--- src/rtl/raiz_seq.sv ---
// Sequencer wrapping a 32-bit square-root core: accept radicand, pulse core_init, wait for core_done or timeout.
// Result appears the cycle after core_done and is held in HOLD until out_ready; in_ready only in IDLE.
module raiz_seq #(
  parameter int TIMEOUT = 64
) (
  input  logic        clk,
  input  logic        rst,
  input  logic        in_valid,
  output logic        in_ready,
  input  logic [31:0] in_data,
  output logic        core_init,
  output logic [31:0] core_a,
  input  logic        core_done,
  input  logic [31:0] core_q,
  input  logic [31:0] core_r,
  output logic        out_valid,
  input  logic        out_ready,
  output logic [31:0] out_q,
  output logic [31:0] out_r,
  output logic        out_err,
  output logic        busy
);

  // One spare bit so the terminal count is representable even for TIMEOUT a power of two.
  localparam int TW = $clog2(TIMEOUT + 1);

  typedef enum logic [1:0] {
    S_IDLE,
    S_START,
    S_WAIT,
    S_HOLD
  } state_t;

  state_t         state;
  state_t         state_nx;
  logic [31:0]    a_reg;
  logic [TW-1:0]  timer;
  logic           timer_last;

  assign timer_last = (timer == TW'(TIMEOUT - 1));
  assign core_a     = a_reg;

  always_ff @(posedge clk) begin
    if (rst) begin
      state <= S_IDLE;
    end else begin
      state <= state_nx;
    end
  end

  always_comb begin
    state_nx  = state;
    in_ready  = 1'b0;
    core_init = 1'b0;
    out_valid = 1'b0;
    busy      = 1'b1;
    case (state)
      S_IDLE: begin
        in_ready = 1'b1;
        busy     = 1'b0;
        if (in_valid) state_nx = S_START;
      end
      S_START: begin
        core_init = 1'b1;
        state_nx  = S_WAIT;
      end
      S_WAIT: begin
        if (core_done || timer_last) state_nx = S_HOLD;
      end
      S_HOLD: begin
        out_valid = 1'b1;
        if (out_ready) state_nx = S_IDLE;
      end
      default: state_nx = S_IDLE;
    endcase
  end

  // a_reg only loads in IDLE, so core_a is stable for the whole operation.
  always_ff @(posedge clk) begin
    if (rst) begin
      a_reg   <= 32'd0;
      timer   <= '0;
      out_q   <= 32'd0;
      out_r   <= 32'd0;
      out_err <= 1'b0;
    end else begin
      case (state)
        S_IDLE: begin
          if (in_valid) a_reg <= in_data;
        end
        S_START: begin
          timer <= '0;
        end
        S_WAIT: begin
          if (core_done) begin
            out_q   <= core_q;
            out_r   <= core_r;
            out_err <= 1'b0;
          end else if (timer_last) begin
            out_q   <= 32'd0;
            out_r   <= 32'd0;
            out_err <= 1'b1;
          end else begin
            timer <= timer + TW'(1);
          end
        end
        default: begin
        end
      endcase
    end
  end

endmodule

--- config.mk ---
export PLATFORM = sky130hd
export DESIGN_NAME = raiz_seq
export DESIGN_NICKNAME = d
export VERILOG_FILES = /design/src/rtl/raiz_seq.sv
export SDC_FILE = /design/constraint.sdc
export NUM_CORES = 1
export LEC_CHECK = 0
export ABC_AREA = 1
export CORE_ASPECT_RATIO = 1.4
export CORE_MARGIN = 4
export CORE_UTILIZATION = 42
export CTS_BUF_LIST = sky130_fd_sc_hd__clkbuf_16
export CTS_CLUSTER_SIZE = 14
export DETAILED_ROUTE_END_ITERATION = 7
export GPL_TIMING_DRIVEN = 0
export PLACE_DENSITY = 0.81
export SLEW_MARGIN = 20
export SYNTH_ARGS = -nofsm -noshare
export SYNTH_HDL_FRONTEND = slang
export SYNTH_SLANG_ARGS = --single-unit
--- constraint.sdc ---
create_clock -name clk -period 1.7 [get_ports clk]
set_input_delay 0.17 -clock clk [delete_from_list [all_inputs] [get_ports clk]]
set_output_delay 0.17 -clock clk [all_outputs]
set_load 0.05 [all_outputs]
==> key figures, run 1 <==
Synthesis
  – Ys async rst share: 0
  – Syn Area/Cell: 8.88 um2
  – Cells after Synth: 509
  – Synth Warn #: 0
  – Most frequent cell after synthesis: dfxtp_1
  – Synth area leaders: dfxtp_1, nand2_4, a21oi_2
  – Seq/Total Area, Yosys: 0.470
  – Mapped cell area: 4520 um2
  – Synth Register Bits: 106
  – Synth area leader: dfxtp_1
  – Commonest cells in the netlist: dfxtp_1, nand2_1, nor2_1
  – Post-synth EDFFs: 0
  – Synth top area share: 0.470
  – Distinct cells, synth: 25
  – Syn nets: 615
  – Synth Flop Type: dfxtp_1

Route
  – Initial DRT Pass Iterations: 4
  – Post-route ant nets: 0
  – Final WL: 12,500 um
  – Drt initial violations: 131
  – Via Count: 4,090
  – WL/cell: 14.5 um
  – Remaining DRCs: 0
  – DR vias/cell: 4.74

Clock tree
  – CTS max path bufs: 2
  – CTS H-tree lvls: 3
  – Clk_lat worst skew: 0.34 ns
  – Setup Fix Bufs, Post-CTS: 0
  – CTS tree: yes
  – Clock-pin slew on the worst setup and hold paths: 0.07 ns
  – TritonCTS Sinks: 106
  – Root Buffer Master: clkbuf_16
  – CTS Hold Bufs: 0
  – CTS buffer count: 9

Floorplanning
  – Starting Density: 0.432
  – Top Ports: 202
  – Num rows: 44
  – Core area: 10,500 um2
  – Chip Height: 131 um
  – Die Span X: 95.7 um
  – Die area: 12,500 um2

Cells and area
  – Layout cells sized above 1: 0.203
  – Area growth syn-to-layout: 55.3%
  – # diodes: 0
  – Design area: 7020 um2
  – Fillers: 849
  – Final Net Count: 826

Timing
  – Setup TNS Final: 0 ns
  – Crit path time final: 1.67 ns
  – Max Freq: 598 MHz
  – Final setup viols: 0
  – Hold Fails Final Rpt: 0
  – Final worst path period share: 0.984
  – Min Hold Slack: 0.385 ns
  – Relative slew slack: 0.520
  – Unrepaired setup endpoints after global routing: true
  – Clk_skew: 0.00457 ns
  – Max-slew violation count: 0
  – Slew @ Worst Pin: 0.720 ns

GRT
  – Overflow after GRT: 0
  – First-pass GRT wire length: 19,300 um
  – Largest net degree at the start of global routing: 19
  – Overall global routing resource usage: 0.196
  – Initial antenna violation count: 0
  – Vias in the first global route: 4,048

Power
  – Total power per unit cell area: 1340 nW/um2
  – LEAKAGE: 3.18 nW
  – Worst vdd rail ir drop: 0.000671 V

Critical path
  – Worst Path Required: 1.53 ns
  – Worst reg2reg path depth: 10
  – Crit-path cells: clkdlybuf4s50_1
  – Critical path peak fanout: 2
  – Crit Path Category: register to primary output
  – Worst r2r dst: out_r[22]
  – Worst r2r src: timer[0]
  – Worst path slowest cell: clkdlybuf4s50_1
  – Setup crit start kind: register
  – CP delay by family, top: buffers and inverters
  – CP Buf/Inv Count: 1
  – Worst path max stage delay: 0.82 ns
  – Worst Path Arrival: 1.50 ns
  – Worst Setup End Kind: primary output
  – Worst R2R Setup Slack: 0.11 ns

Min path
  – Hold_sp: core_q[31]
  – Hold Crit Class: input pin to register
  – Hold path endpoint: out_q[31]
  – Hold Path Depth: 3

Placement
  – Port Buffer Count: 200
  – Placed instance area: 6700 um2
  – Post-DP HPWL: 9600 um
  – Routability cong.: 0.877

Run status
  – Status: complete, no violations

Job
  – Max-cap violations: 0
[power by group]
part	leakage (nW)	internal [mW]	switching [mW]	total, mW
registers	0.865	2.89	0.285	3.18
clock network	0.151	1.16	0.930	2.09
logic	2.16	1.38	2.74	4.12
[final cells by class]
class | instances | area, um2 | area share
Inverter | 15 | 56.3 | 0.00802
Buffer | 31 | 236 | 0.0337
Clock buffer | 9 | 225 | 0.0321
Sequential cell | 106 | 2120 | 0.302
Tap cell | 138 | 173 | 0.0246
Timing Repair Buffer | 200 | 2000 | 0.284
Clock inverter | 7 | 75.1 | 0.0107
Multi-Input combinational cell | 357 | 2140 | 0.304
[placed cells by master, fill, tap and decap left out, drive strengths merged]
cell type        n
a21oi           74
buf              9
bufinv           1
clkbuf          33
clkdlybuf4s15    2
clkdlybuf4s50  117
clkinv           3
dfxtp          106
dlygate4sd2     52
dlymetal6s2s    27
ha               5
inv             18
nand2          158
nand3            8
nand3b           2
nand4            1
nor2            73
nor3b            1
o21ai           33
o21bai           1
o22ai            1
[routing by layer]
| layer | up-vias | wire length (um) | GRT usage |
|---|---|---|---|
| met5 | - | 0 | 0 |
| met4 | 0 | 384 | 0.0838 |
| met3 | 28 | 994 | 0.0544 |
| met2 | 179 | 6420 | 0.338 |
| met1 | 1830 | 4680 | 0.224 |
| li1 | 2053 | - | - |
[per-stage QoR]
stage	setup slack (ns)	instances	total power, mW	util
after detailed placement	-0.0828	847	7.49	0.640
after floorplan	0.0788	509	6.09	-
after global routing	-0.0244	863	9.85	0.671
after CTS	0.00132	863	9.47	0.663
final	0.0268	863	9.38	0.671
after global placement	-0.0202	847	7.38	0.640
[worst register-to-register path, stage by stage (launching register included)]
cell,delay (ns)
dfxtp_2,0.38
ha_2,0.20
nand2_2,0.08
nor2_4,0.11
nand3_2,0.09
nand2_2,0.08
nand2_2,0.06
buf_6,0.17
buf_12,0.17
nand2_4,0.06
a21oi_2,0.04
[flip-flops by register name, indices dropped and copies added (netlist names)]
register / cells
out_err: 1
state: 2
timer: 7
core_a: 32
out_q: 32
out_r: 32
[cells by family after synthesis]
family / synth area share
AOI/OAI and AO/OA: 0.163
DFF: 0.470
buffers and inverters: 0.0590
adders and majority gates: 0.0138
and+or+nand+nor: 0.295
[timing repair]
action | 4_1_cts | 5_1_grt
endpoints found under the setup margin | 116 | 116
resized for setup | 68 | 50
endpoints found under the hold margin | 0 | 0
[worst max path at each step]
stage                   from        end  depth (start not counted)
global placement    state[0]       busy                          4
global route        state[0]  out_q[12]                          7
finish              out_q[8]   out_q[8]                          1
floorplan           state[0]   state[0]                          7
CTS                  out_err    out_err                          1
detailed placement  state[0]       busy                          4
Power figures use the tool's default switching activity.
==> run 2: changes to the inputs <==
- SETUP_SLACK_MARGIN: not set -> 0.15
==> run 2 against run 1 <==
Effect of this change: first-iteration DRC count is 1.5% higher; maximum frequency up 11%; non-clock buffer count grew 3; hold slack improved by 0.011 ns; die area stayed put; sequential share of layout area up 0.39 points; sequential power about the same; largest power group unchanged.
==> key figures, run 2 (same netlist as run 1, synthesis figures left out) <==
Critical path
  – Origin of the worst setup path: state[0]
  – Worst path slowest cell: dfxtp_2
  – Setup crit start kind: register
  – CP delay by family, top: buffers and inverters
  – Crit Path Category: register to register
  – Critical path depth: 8 (+7)
  – Critical path peak fanout: 10 (+8)
  – Worst Setup End Kind: register
  – Crit-path cells: inv_2 -> ha_4 -> inv_1 -> nor2_2 -> nand2_1 -> buf_4 -> a21oi_1 -> nor2_1
  – Worst reg2reg path depth: 8 (-2)
  – Worst path max stage delay: 0.35 ns (-0.47 ns)
  – Worst Path Arrival: 1.73 ns (+0.23 ns)
  – CP Buf/Inv Count: 3 (+2)
  – Worst Path Required: 1.92 ns (+0.39 ns)
  – Worst r2r src: state[0]
  – Worst R2R Setup Slack: 0.19 ns (+0.08 ns)
  – Worst r2r dst: state[1]
  – Crit path capture: state[1]

Timing
  – Final setup viols: 0 (unchanged)
  – Unrepaired setup endpoints after global routing: true
  – Clk_skew: 0.00581 ns (+0.00124 ns)
  – Relative slew slack: 0.534 (+0.0141)
  – Final worst path period share: 0.888 (-0.0964)
  – Max Freq: 663 MHz (+11%)
  – Slack of the critical path: 0.191 ns (+0.164 ns)
  – Max-slew violation count: 0 (unchanged)
  – Hold Fails Final Rpt: 0 (unchanged)
  – Crit path time final: 1.51 ns (-0.164 ns)
  – Min Hold Slack: 0.396 ns (+0.0115 ns)
  – Slew @ Worst Pin: 0.699 ns (-0.0212 ns)

Floorplanning
  – Starting Density: 0.432 (unchanged)
  – Chip Height: 131 um (unchanged)
  – Top Ports: 202 (unchanged)
  – Die area: 12,500 um2 (unchanged)
  – Die Span X: 95.7 um (unchanged)
  – Core area: 10,500 um2 (unchanged)
  – Num rows: 44 (unchanged)

Job
  – Max-cap violations: 0 (unchanged)

Cells and area
  – Most common cell after layout, fill and taps aside: nand2_1
  – Area growth syn-to-layout: 54.0%
  – Most frequent cells in the layout: nand2_1, dfxtp_1, clkdlybuf4s50_1, dlygate4sd2_1, nor2_1
  – # diodes: 0 (unchanged)
  – Cell Count, Final, Fillers Out: 866 (+0.35%)
  – Final Net Count: 829 (+0.36%)
  – Layout cells sized above 1: 0.218 (+0.0156)
  – Final Core Density: 0.665 (-0.00574)

GRT
  – Overall global routing resource usage: 0.199 (+0.00328)
  – First-pass GRT wire length: 19,600 um (+1.8%)
  – Overflow after GRT: 0 (unchanged)
  – Initial antenna violation count: 0 (unchanged)
  – Vias in the first global route: 4,230 (+4.5%)
  – Largest net degree at the start of global routing: 17 (-2)

Placement
  – Routability cong.: 0.818 (-6.7%)
  – Post-DP HPWL: 9890 um (+3.0%)
  – Port Buffer Count: 200 (unchanged)
  – Post-Place Cells: 847 (unchanged)
  – Pre-CTS WS: -0.0856 ns (-0.00284 ns)

Clock tree
  – TritonCTS Sinks: 106 (unchanged)
  – Clk_lat worst skew: 0.33 ns (about the same)
  – Clock-pin slew on the worst setup and hold paths: 0.07 ns (about the same)
  – Root Buffer Master: clkbuf_16
  – CTS H-tree lvls: 3 (unchanged)
  – CTS max path bufs: 2 (unchanged)
  – CTS tree: yes
  – CTS buffer count: 9 (unchanged)

Power
  – Total power: 9.25 mW (-1.4%)
  – Worst vdd rail ir drop: 0.000677 V (+0.92%)
  – Total power per unit cell area: 1330 nW/um2 (-0.56%)
  – LEAKAGE: 2.94 nW (-7.6%)

Min path
  – Hold_sp: core_r[30]
  – Hold Crit Class: input pin to register

Route
  – DR vias/cell: 4.75 (+0.19%)
  – Drt initial violations: 133 (+1.5%)
  – WL/cell: 14.4 um (-0.67%)
  – Remaining DRCs: 0 (unchanged)
  – Post-route ant nets: 0 (unchanged)
  – Via Count: 4,112 (+0.54%)
  – Final WL: 12,400 um (-0.32%)
  – Initial DRT Pass Iterations: 4 (unchanged)

Run status
  – Status: complete, no violations
run 2: cell type report:
type / instances / area, um2
fillers: 913 / 3500
multi-input cells: 357 / 2170
flip-flops and latches: 106 / 2130
repair buffers: 203 / 1890
plain buffers: 31 / 244
clock buffers: 9 / 225
well taps: 138 / 173
clock inverters: 7 / 61.3
inverters: 15 / 60.1
run 2: routing by layer:
metal	vias up	global-route usage	wire [um]
li1	2058	-	-
met1	1879	0.212	4510
met2	147	0.367	6790
met3	28	0.0452	791
met4	0	0.0879	345
met5	-	0	0
run 2: power by group:
group          internal, mW  switching, mW
Combinational          1.28           2.78
Sequential             2.90          0.286
Clock                  1.13          0.878
run 2: what timing repair did:
action,in CTS,in global routing
setup buffers,1,2
gates resized for setup,133,20
hold buffers,0,0
pin swaps,0,1
setup endpoints to repair,196,102
run 2: worst min-delay path by stage:
stage               cells past startpoint         to
finish                                  3  out_r[30]
CTS                                     3  out_r[30]
global route                            3  out_r[30]
global placement                        2   timer[6]
floorplan                               2   out_q[0]
detailed placement                      2   timer[6]
run 2: per-stage QoR:
stage                     setup TNS (ns)  cell area, um2
after detailed placement           -1.69            6710
final                                  0            6960
after global placement           -0.0248            6710
after global routing                   0            6960
after CTS                              0            6910
after floorplan                        0            4540
run 2: worst min-delay path, stage by stage:
cell and delay (ns):
clkdlybuf4s50_1 0.39, nand2_1 0.06, a21oi_1 0.06
==> run 3: changes to the inputs <==
- CORE_ASPECT_RATIO: 1.4 -> 0.7
- HOLD_SLACK_MARGIN: not set -> 0.06
- PLACE_DENSITY: 0.81 -> 0.86
==> run 3 against run 2 <==
Effect of this change: sequential power about the same; global-route usage up 0.34 points; die area about the same; sequential share of layout area down 0.58 points; power up 1.8%; critical endpoint is now out_r[14]; largest power group unchanged.
==> key figures, run 3 (same netlist as run 1, synthesis figures left out) <==
Min path
  – Hold Crit Class: input pin to register
  – Hold Path Depth: 3 (unchanged)

Route
  – Post-route ant nets: 0 (unchanged)
  – Drt initial violations: 161 (+21%)
  – DR vias/cell: 4.82 (+1.6%)
  – Remaining DRCs: 0 (unchanged)
  – WL/cell: 14.8 um (+3.4%)
  – Final WL: 12,900 um (+3.6%)
  – Initial DRT Pass Iterations: 4 (unchanged)
  – Via Count: 4,186 (+1.8%)

Critical path
  – Worst Path Arrival: 1.69 ns (-0.04 ns)
  – Most used cell along the critical path: nand2_4
  – Critical path peak fanout: 10 (unchanged)
  – Worst path slowest cell: dfxtp_2
  – Setup crit start kind: register
  – Worst Setup End Kind: register
  – Worst path max stage delay: 0.36 ns (about the same)
  – Crit Path Category: register to register
  – Worst Path Required: 1.89 ns (-0.03 ns)
  – Worst reg2reg path depth: 10 (+2)
  – Crit-path cells: ha_4 -> nand2_4 -> nor2_4 -> nand3_2 -> nand2_2 -> nand2_4 -> buf_12 -> buf_12 -> nand2_4 -> a21oi_2

Clock tree
  – CTS buffer count: 9 (unchanged)
  – CTS H-tree lvls: 3 (unchanged)
  – Clk_lat worst skew: 0.34 ns (about the same)
  – CTS tree: yes
  – CTS Hold Bufs: 0 (unchanged)
  – TritonCTS Sinks: 106 (unchanged)
  – Root Buffer Master: clkbuf_16
  – Clock-pin slew on the worst setup and hold paths: 0.07 ns (about the same)
  – CTS max path bufs: 2 (unchanged)

Timing
  – Slew @ Worst Pin: 0.682 ns (-0.0175 ns)
  – Unrepaired setup endpoints after global routing: true
  – Max-slew violation count: 0 (unchanged)
  – Final worst path period share: 0.884 (-0.00379)
  – Hold Fails Final Rpt: 0 (unchanged)
  – Crit path time final: 1.50 ns (-0.00644 ns)
  – Relative slew slack: 0.546 (+0.0117)
  – Final setup viols: 0 (unchanged)
  – Clk_skew: 0.0103 ns (+0.00447 ns)
  – Max Freq: 665 MHz (+0.43%)

Cells and area
  – Most frequent cells in the layout: nand2_1, dfxtp_1, clkdlybuf4s50_1, dlygate4sd2_1, nor2_1
  – Design area: 7090 um2 (+1.8%)
  – Layout cells sized above 1: 0.230 (+0.0112)
  – Register area: 2130 um2 (-0.12%)
  – Area of the multi-input gates: 2190 um2 (+0.69%)
  – Cell Count, Final, Fillers Out: 868 (+0.23%)
  – Final Net Count: 837 (+0.97%)
  – # diodes: 0 (unchanged)
  – Fillers: 835 (-8.5%)
  – Area growth syn-to-layout: 56.8%

Run status
  – Status: complete, no violations

Power
  – Total power per unit cell area: 1330 nW/um2 (about the same)
  – Worst vdd rail ir drop: 0.000627 V (-7.4%)
  – LEAKAGE: 3.01 nW (+2.4%)

GRT
  – Overall global routing resource usage: 0.202 (+0.00335)
  – Vias in the first global route: 4,396 (+3.9%)
  – Initial antenna violation count: 0 (unchanged)
  – First-pass GRT wire length: 20,700 um (+5.2%)
  – Overflow after GRT: 0 (unchanged)
  – Largest net degree at the start of global routing: 18 (+1)

Placement
  – Post-Place Cells: 841 (-0.71%)
  – Post-DP HPWL: 9850 um (-0.33%)
  – Placed instance area: 6700 um2 (-0.11%)
  – Port Buffer Count: 200 (unchanged)
  – Routability cong.: 0.880 (+7.6%)

Floorplanning
  – Num rows: 31 (-30%)
  – Core area: 10,400 um2 (-0.25%)
  – Die area: 12,500 um2 (about the same)
  – Top Ports: 202 (unchanged)
  – Chip Height: 94.8 um (-27%)
  – Die Span X: 132 um (+38%)
  – Starting Density: 0.433 (+0.00109)

Job
  – Max-cap violations: 0 (unchanged)
## run 3: cell types whose count changed in the layout (fill, tap and decap cells not counted), moves of 2 or more
cell,previous run,this run
nand2_1,104,102
buf_4,4,9
nand2_4,50,52
buf_16,0,2
clkbuf_2,5,3
inv_1,13,11
## run 3: what timing repair did
action | CTS | global route
endpoints found under the setup margin | 203 | 103
pin swaps | 3 | 3
setup buffers | 6 | 2
resized for setup | 141 | 19
gates cloned | 2 | 1
## run 3: cell type report
class / instances / share of cell area
buffer: 31 / 0.0358
tap: 132 / 0.0233
inverter: 15 / 0.00883
clock inverter: 7 / 0.00971
sequential: 106 / 0.301
timing repair buffer: 211 / 0.281
multi-input combinational: 357 / 0.309
clock buffer: 9 / 0.0318
## run 3: per-layer routing
metal	part of all wire	vias to the layer above	global-route usage	wire length, um
li1	-	2069	-	-
met2	0.49	148	0.354	6330
met4	0.022	0	0.0752	278
met1	0.43	1943	0.242	5530
met5	0	-	0	0
met3	0.058	26	0.0522	747
## run 3: critical path: cells and delay by family, from the launching register on
kind / cells / cell delay [ns]
flops: 1 / 0.36
buf+inv: 2 / 0.32
compound gates: 1 / 0.04
fa+ha+maj: 1 / 0.15
simple gates: 6 / 0.49
## run 3: power breakdown
part / internal, mW / switching (mW) / total [mW]
Combinational: 1.35 / 2.82 / 4.18
Sequential: 2.90 / 0.290 / 3.19
Clock: 1.14 / 0.914 / 2.05
Total: 5.39 / 4.03 / 9.42
## run 3: path summary, 6_finish.rpt
path | start | end | slack (ns)
worst max register to register | timer[1] | out_r[14] | 0.20
worst max-delay path | timer[1] | out_r[14] | 0.20
worst min-delay path | core_q[16] | out_q[16] | 0.39
worst min register to register | out_r[30] | out_r[30] | 0.46
## run 3: metrics by stage
step	TNS (ns)	total power [mW]	setup slack (ns)	hold WS, ns	utilization
5_1_grt	0	9.88	0.126	0.397	0.679
6_report	0	9.42	0.197	0.394	0.679
3_5_place_dp	-3.37	7.53	-0.0879	0.448	0.642
2_1_floorplan	0	6.13	0.150	0.317	-
4_1_cts	0	9.42	0.0463	0.380	0.674
3_3_place_gp	-0.0832	7.42	-0.0120	0.438	0.642
